$ cat config.mk
export PLATFORM = sky130hd
export DESIGN_NAME = c64_bus_arbiter
export DESIGN_NICKNAME = d
export VERILOG_FILES = /design/src/rtl/c64_bus_arbiter.sv
export SDC_FILE = /design/constraint.sdc
export NUM_CORES = 1
export LEC_CHECK = 0
export ABC_AREA = 1
export CORE_ASPECT_RATIO = 1.25
export CORE_UTILIZATION = 33
export CTS_CLUSTER_SIZE = 28
export DETAILED_ROUTE_END_ITERATION = 6
export GPL_TIMING_DRIVEN = 0
export HOLD_SLACK_MARGIN = 0.12
export PLACE_DENSITY_LB_ADDON = 0.15
export SYNTH_ARGS = -nofsm -noshare
export SYNTH_HDL_FRONTEND = slang
export SYNTH_SLANG_ARGS = --single-unit
$ cat constraint.sdc
create_clock -name i_clk -period 1.85 [get_ports i_clk]
set_input_delay 0.2775 -clock i_clk [delete_from_list [all_inputs] [get_ports i_clk]]
set_output_delay 0.2775 -clock i_clk [all_outputs]
set_load 0.01 [all_outputs]
$ cat src/rtl/c64_bus_arbiter.sv
// Purpose : shares the system memory bus between the 6502 core, the video fetch unit and an
//           expansion DMA port. Video owns every phi1 half-cycle; phi2 goes to CPU, video or DMA.
// Latency : bus outputs are combinational from phase/state; ownership changes at the end of phi2.
// Backpressure: the CPU is stalled by withholding o_cpu_ce; video gets a BA warning of BA_DELAY
//           slots before a steal, and DMA bursts are capped at DMA_MAX_BURST slots.
//
// Ports:
//   i_clk, i_reset (async, active-low)        clock / reset; two clocks form one bus cycle
//   i_cpu_ab/do/we, o_cpu_ce                   CPU request and clock enable (one-clock pulse)
//   i_vid_ab, i_vid_steal, o_vid_gnt           video fetch address, phi2 steal request, grant
//   i_dma_req, i_dma_ab/do/we, o_dma_gnt       DMA request, address/data/write, grant
//   o_ba, o_phase                              bus-available warning, 0 = phi1 / 1 = phi2
//   o_mem_ab/do/we                             muxed memory bus

module c64_bus_arbiter #(
    parameter int BA_DELAY      = 3,
    parameter int DMA_MAX_BURST = 8
) (
    input  logic        i_clk,
    input  logic        i_reset,
    input  logic [15:0] i_cpu_ab,
    input  logic [7:0]  i_cpu_do,
    input  logic        i_cpu_we,
    output logic        o_cpu_ce,
    input  logic [15:0] i_vid_ab,
    input  logic        i_vid_steal,
    output logic        o_vid_gnt,
    input  logic        i_dma_req,
    input  logic [15:0] i_dma_ab,
    input  logic [7:0]  i_dma_do,
    input  logic        i_dma_we,
    output logic        o_dma_gnt,
    output logic        o_ba,
    output logic        o_phase,
    output logic [15:0] o_mem_ab,
    output logic [7:0]  o_mem_do,
    output logic        o_mem_we
);

    localparam int BA_CNT_W = $clog2(BA_DELAY + 1);
    localparam int BURST_W  = $clog2(DMA_MAX_BURST + 1);

    localparam logic [BA_CNT_W-1:0] BA_INIT   = BA_CNT_W'(BA_DELAY);
    localparam logic [BA_CNT_W-1:0] BA_ONE    = BA_CNT_W'(1);
    localparam logic [BURST_W-1:0]  BURST_ONE = BURST_W'(1);
    localparam logic [BURST_W-1:0]  BURST_MAX = BURST_W'(DMA_MAX_BURST);

    typedef enum logic [1:0] {
        S_CPU     = 2'd0,
        S_BA_WAIT = 2'd1,
        S_VID     = 2'd2,
        S_DMA     = 2'd3
    } state_t;

    state_t                r_state;
    logic                  r_phase;
    logic                  r_ba;
    logic [BA_CNT_W-1:0]   r_ba_cnt;
    logic [BURST_W-1:0]    r_burst_cnt;

    logic [15:0] w_mem_ab;
    logic [7:0]  w_mem_do;
    logic        w_mem_we;
    logic        w_cpu_ce;
    logic        w_vid_gnt;
    logic        w_dma_gnt;

    // Ownership only changes on the edge that ends phi2; requests seen at a phi1 edge are ignored.
    always_ff @(posedge i_clk or negedge i_reset) begin
        if (!i_reset) begin
            r_phase     <= 1'b0;
            r_state     <= S_CPU;
            r_ba        <= 1'b1;
            r_ba_cnt    <= '0;
            r_burst_cnt <= '0;
        end else begin
            r_phase <= ~r_phase;
            if (r_phase) begin
                case (r_state)
                    S_CPU: begin
                        if (i_vid_steal) begin
                            r_state  <= S_BA_WAIT;
                            r_ba_cnt <= BA_INIT;
                            r_ba     <= 1'b0;
                        end else if (i_dma_req) begin
                            r_state     <= S_DMA;
                            r_burst_cnt <= BURST_ONE;
                        end
                    end
                    S_BA_WAIT: begin
                        if (!i_vid_steal) begin
                            // Steal abandoned before video took the bus.
                            r_state <= S_CPU;
                            r_ba    <= 1'b1;
                        end else if (r_ba_cnt == BA_ONE) begin
                            r_state <= S_VID;
                        end else begin
                            r_ba_cnt <= r_ba_cnt - BA_ONE;
                        end
                    end
                    S_VID: begin
                        if (!i_vid_steal) begin
                            r_ba <= 1'b1;
                            if (i_dma_req) begin
                                r_state     <= S_DMA;
                                r_burst_cnt <= BURST_ONE;
                            end else begin
                                r_state <= S_CPU;
                            end
                        end
                    end
                    S_DMA: begin
                        if (i_vid_steal) begin
                            // DMA has no RDY hold-off to respect, so video preempts at once.
                            r_state <= S_VID;
                            r_ba    <= 1'b0;
                        end else if (!i_dma_req) begin
                            r_state <= S_CPU;
                        end else if (r_burst_cnt == BURST_MAX) begin
                            // Capped burst: hand exactly one slot back to the CPU.
                            r_state <= S_CPU;
                        end else begin
                            r_burst_cnt <= r_burst_cnt + BURST_ONE;
                        end
                    end
                    default: r_state <= S_CPU;
                endcase
            end
        end
    end

    // Bus mux. Held at idle values while reset is asserted so no grant or write leaks out.
    always_comb begin
        w_mem_ab  = i_vid_ab;
        w_mem_do  = i_cpu_do;
        w_mem_we  = 1'b0;
        w_cpu_ce  = 1'b0;
        w_vid_gnt = 1'b0;
        w_dma_gnt = 1'b0;
        if (i_reset) begin
            if (!r_phase) begin
                w_vid_gnt = 1'b1;
            end else begin
                case (r_state)
                    S_CPU: begin
                        w_mem_ab = i_cpu_ab;
                        w_mem_do = i_cpu_do;
                        w_mem_we = i_cpu_we;
                        w_cpu_ce = 1'b1;
                    end
                    S_BA_WAIT: begin
                        // A 6502 write cannot be held, so it completes; a read just waits.
                        w_mem_ab = i_cpu_ab;
                        w_mem_do = i_cpu_do;
                        w_mem_we = i_cpu_we;
                        w_cpu_ce = i_cpu_we;
                    end
                    S_VID: begin
                        w_vid_gnt = 1'b1;
                    end
                    S_DMA: begin
                        w_dma_gnt = 1'b1;
                        w_mem_ab  = i_dma_ab;
                        w_mem_do  = i_dma_do;
                        w_mem_we  = i_dma_we;
                    end
                    default: begin
                        w_mem_ab = i_vid_ab;
                    end
                endcase
            end
        end
    end

    assign o_mem_ab  = w_mem_ab;
    assign o_mem_do  = w_mem_do;
    assign o_mem_we  = w_mem_we;
    assign o_cpu_ce  = w_cpu_ce;
    assign o_vid_gnt = w_vid_gnt;
    assign o_dma_gnt = w_dma_gnt;
    assign o_ba      = r_ba;
    assign o_phase   = r_phase;

endmodule

# == Word-level counts from Yosys, hierarchy flattened ==
# Index checks and enable logic that the tools add are counted.
# classes
addsub,2
multipliers,0
div_mod_pow,0
order_cmp,0
n_eq_ne,19
shift,0
muxes,41
bitwise,1
n_reduce_logical,11
# op_table
op,count
two-way mux 16 bit,2
case mux 16 bit (2 select lines),1
two-way mux 2 bit,12
two-way mux 8 bit,3
two-way mux 4 bit,5
inequality test 2 bit (second input constant),9
two-way mux 1 bit,12
AND reduction 5 bit,2
case mux 2 bit (4 select lines),1
case mux 4 bit (2 select lines),1
OR reduction 2 bit,4
AND reduction 7 bit,1
inequality test 3 bit (second input constant),2
case mux 1 bit (2 select lines),3
adder 4 x 1 -> 4 bit (second input constant),1
equality test 2 x 1 -> 1 bit (second input constant),2
equality test 2 bit (second input constant),2
equality test 4 bit (second input constant),1
inequality test 2 x 1 -> 1 bit (second input constant),2
inequality test 4 bit (second input constant),1
case mux 2 bit (2 select lines),1
nonzero test 2 bit,2
AND reduction 3 bit,1
zero test 2 bit,1
2 further kinds,2
# word_totals
reg_bits,10
latchBits,0
mem_bits_rw,0
rom_bits,0
in_bits,70
wordCells,79
memories,0

# == Longest topological paths before layout ==
# logic_depth
ltp_word,5
mapped_depth,9
depth_no_buf,9

# == Least setup slack after synthesis ==
# Ideal clock, no wire load.
# synth_timing
path_type,register to output
from,reg r_state[0]
to,out o_mem_ab[10]
arrival_time_ns,1.419
required_time_ns,1.572
slack_ns,0.153
path_stages_with_launch,8
n_path_buf,1
cell_sequence,dfrtp_1 -> inv_1 -> ha_1 -> nor2_2 -> inv_4 -> buf_6 -> a22oi_1 -> a21oi_1
# synth_via
elab_chain_len,5
elab_cells_between_ends,7
cone_classes,eq/ne (2); mux (3); reduce/logical (2)
# synth_lines
item,line,text
start: declaration,55,state_t r_state;
start signal: assignment,72,r_state <= S_CPU;
start signal: assignment,82,r_state <= S_BA_WAIT;
start signal: assignment,86,r_state <= S_DMA;
equality test 2 x 1 -> 1 bit / zero test 2 bit (equally long branches),144,case (r_state)
OR reduction 2 bit (no source line),n/a,
case mux 16 bit (2 select lines) (*),144,
two-way mux 16 bit (*),141,if (!r_phase) begin
two-way mux 16 bit (*),140,if (i_reset) begin
end: declaration,35,"output logic [15:0] o_mem_ab,"
# Mark *: on every way between the ends. The rest lies on a longest branch, timed or not.

# == Final worst setup path ==
# layout_timing
from,reg r_state[0]
to,out o_mem_ab[12]
# Same word-level chain as after synthesis.

==> results.md <==
- EDFF count, synth: 0
- Crit-path max FO: 10
- Largest net degree at the start of global routing: 11
- Reg2reg path depth: 8
- Crit Path Class: flop to output pin
- Critical Path Max Stage Delay: 0.44 ns
- Slew HR: 0.693
- Reg2Reg Capture Point: r_burst_cnt[0]
- Max-slew violation count: 0
- Final Wtd Congestion: 0.846
- TritonCTS clock tree: built
- # DRC: 0
- Worst Setup Slack, final: -0.179 ns
- DP HPWL: 3650 um
- Hold Path Class: primary input to asynchronous set/reset pin
- Top cell type's share of synthesized area: 0.183
- Power Density: 1160 nW/um^2
- CP arrival: 1.75 ns
- Overflow after GRT: 0
- Tot GR Track Use: 0.250
- Root Buffer Master: clkbuf_8
- Cell taking the most area after synthesis: dfrtp_1
- Synth warn: 0
- CTS sink count: 10
- Initial Util: 0.350
- RR Startpoint: r_state[0]
- Worst EP required: 1.57 ns
- Tmin final: 2.03 ns
- Fraction of layout cells with a size suffix above 1: 0.293
- Placed cell area: 2270 sq um
- Final ANT Viol Nets: 0
- Post-Syn Instances: 191
- Worst-Margin Slew: 0.459 ns
- Ys flop type: dfrtp_1
- Count of cell types in the netlist: 28
- Failing checks: setup timing
- Peak Freq: 493 MHz
- Top cells by area, synth: dfrtp_1 (18%), nand2_1 (16%), a22oi_1 (9.8%)
- Final hold slack: 0.177 ns
- H-tree depth: 1
- Synth-to-Final Area Change: 103%
- Max IR drop VDD: 0.878 mV
- Clk_lat worst skew: 0.24 ns
- Cell Rows: 24
- CTS clk-pin slew, worst paths: 0.05 ns
- Endpoints failing hold: 0
- First-pass iteration count of the detailed router: 4
- Maxcap violations: 0
- Post-DR wirelength/cell: 14.6 um
- First-pass GRT wire length: 7960 um
- Number of global-route vias before repair: 1623
- Final instance area: 2500 sq um
- Die width: 56.6 um
- Core area: 3510 sq um
- Seq cells post-synth: 10
- Ys async rst share: 1.00
- Final critical-path share of the clock period: 1.10
- Drt via density: 4.95
- Setup violations, final: 23
- Via Count: 1747
- Layout Cells excl Fill: 353
- Final wirelength: 5150 um
- IO buf count: 99
- CP Cell Sequence: buf_4 > ha_4 > nor2_4 > inv_4 > buf_8 > a22oi_2 > a21oi_2 > buf_2
- Post-synthesis instance area: 1230 sq um
- Register area share after synthesis: 0.204
- Worst clock skew: 0.00437 ns
- R2r setup slk: 0.35 ns
- Worst Setup Start Kind: flop
- Leak Pwr: 0.00118 uW
- RSZ-0062 raised after global routing: yes
- Most numerous cell in the Yosys netlist: nand2_1
- Max Root-Sink Buffers: 2
- Height of the die: 70.3 um
- Synth Net Count: 270
- Status: finished, violations left
- CTS Buf Count: 3
- Drt initial violations: 78
- Die ar.: 3980 sq um
- Avg Cell Area, Syn: 6.44 sq um
- Endpoint class of the critical path: output pin
- Post-synth top cells: nand2_1 (53), nor2_1 (23), a21oi_1 (20)
- Worst path slowest cell: dfrtp_2
- Setup TNS: -2.42 ns
- Antenna violations before repair: 0
- Placed Cells: 329
- I/O pin total: 100
- # diodes: 0
- Layout Nets: 394
-- worst max-delay path: cells and delay by family (launching register included) --
| kind | cells | cell delay, ns |
|---|---|---|
| AOI/OAI and AO/OA | 2 | 0.25 |
| adders and majority gates | 1 | 0.17 |
| buffers and inverters | 4 | 0.53 |
| DFF | 1 | 0.44 |
| and+or+nand+nor | 1 | 0.11 |
-- per-stage QoR --
step           setup slack, ns  utilization  total power [uW]
6_report                -0.179        0.711              2900
5_1_grt                 -0.241        0.711              3120
4_1_cts                 -0.176        0.689              2710
3_5_place_dp            -0.874        0.646              2280
3_3_place_gp            -0.891        0.646              2250
2_1_floorplan            0.153            -              1470
-- cell families (layout without fill, tap and decap cells) --
family,count (synthesis),in the layout,share of synthesized area
fa+ha+maj,9,9,0.0916
simple gates,97,97,0.351
buf+inv,28,151,0.114
compound gates,46,46,0.231
mux,1,1,0.00814
flops,10,10,0.204
-- routing by layer --
layer  track usage  up-vias  part of all wire
met3        0.0722       11             0.096
met5             0        -                 0
li1              -      879                 -
met2         0.414       80              0.48
met4        0.0678        0             0.016
met1         0.313      777              0.41
-- layout make-up --
class | instances | area, sq um
sequential | 10 | 254
clock buffer | 4 | 55.1
timing repair buffer | 119 | 1040
buffer | 7 | 68.8
fill | 298 | 1010
inverter | 21 | 86.3
tap | 39 | 48.8
multi-input combinational | 153 | 946
-- sequential cells by signal (all words and copies together) (netlist names) --
signal / count
r_state: 2
o_ba: 1
r_ba_cnt: 2
o_phase: 1
r_burst_cnt: 4
-- power breakdown --
| part | leakage [uW] | switching (uW) | internal [uW] | total [uW] |
|---|---|---|---|---|
| Combinational | 0.00103 | 1160 | 1070 | 2230 |
| Sequential | 0.000116 | 84.0 | 309 | 393 |
| Clock | 0.0000288 | 90.0 | 187 | 277 |
-- how the worst max path moves through the flow --
stage | from | endpoint | slack [ns] | depth (start not counted)
floorplan | r_state[0] | o_mem_ab[10] | 0.15 | 7
detailed placement | i_reset | o_mem_ab[5] | -0.87 | 7
CTS | r_state[0] | o_mem_ab[12] | -0.18 | 8
finish | r_state[0] | o_mem_ab[12] | -0.18 | 8
global route | r_state[0] | o_mem_ab[12] | -0.24 | 8
global placement | i_reset | o_mem_ab[5] | -0.89 | 7
-- cells in the final DEF (no fill, tap or decap), types with 2 or more instances in the layout --
| cell type | n |
|---|---|
| nand3_1 | 9 |
| clkdlybuf4s50_1 | 70 |
| ha_2 | 2 |
| a22oi_1 | 9 |
| clkbuf_2 | 4 |
| buf_6 | 8 |
| buf_4 | 16 |
| nand3b_1 | 2 |
| a21oi_2 | 2 |
| dfrtp_2 | 2 |
| inv_4 | 3 |
| nor2_1 | 23 |
| o21ai_0 | 7 |
| nand2_1 | 53 |
| inv_1 | 14 |
| nand3_2 | 2 |
| a21oi_1 | 18 |
| nor2_4 | 2 |
| dfrtp_1 | 7 |
| ha_4 | 4 |
| clkbuf_8 | 4 |
| a22oi_2 | 8 |
| inv_2 | 4 |
| nor3_1 | 2 |
| buf_2 | 22 |
| ha_1 | 3 |
| clkdlybuf4s15_2 | 3 |
-- what timing repair did --
action	4_1_cts	5_1_grt
endpoints found under the hold margin	9	0
cloned	1	0
endpoints found under the setup margin	28	28
pin swaps	6	6
hold buffers	1	0
buffers inserted	10	9
resized for setup	117	29
(Power assumes the default switching activity.)
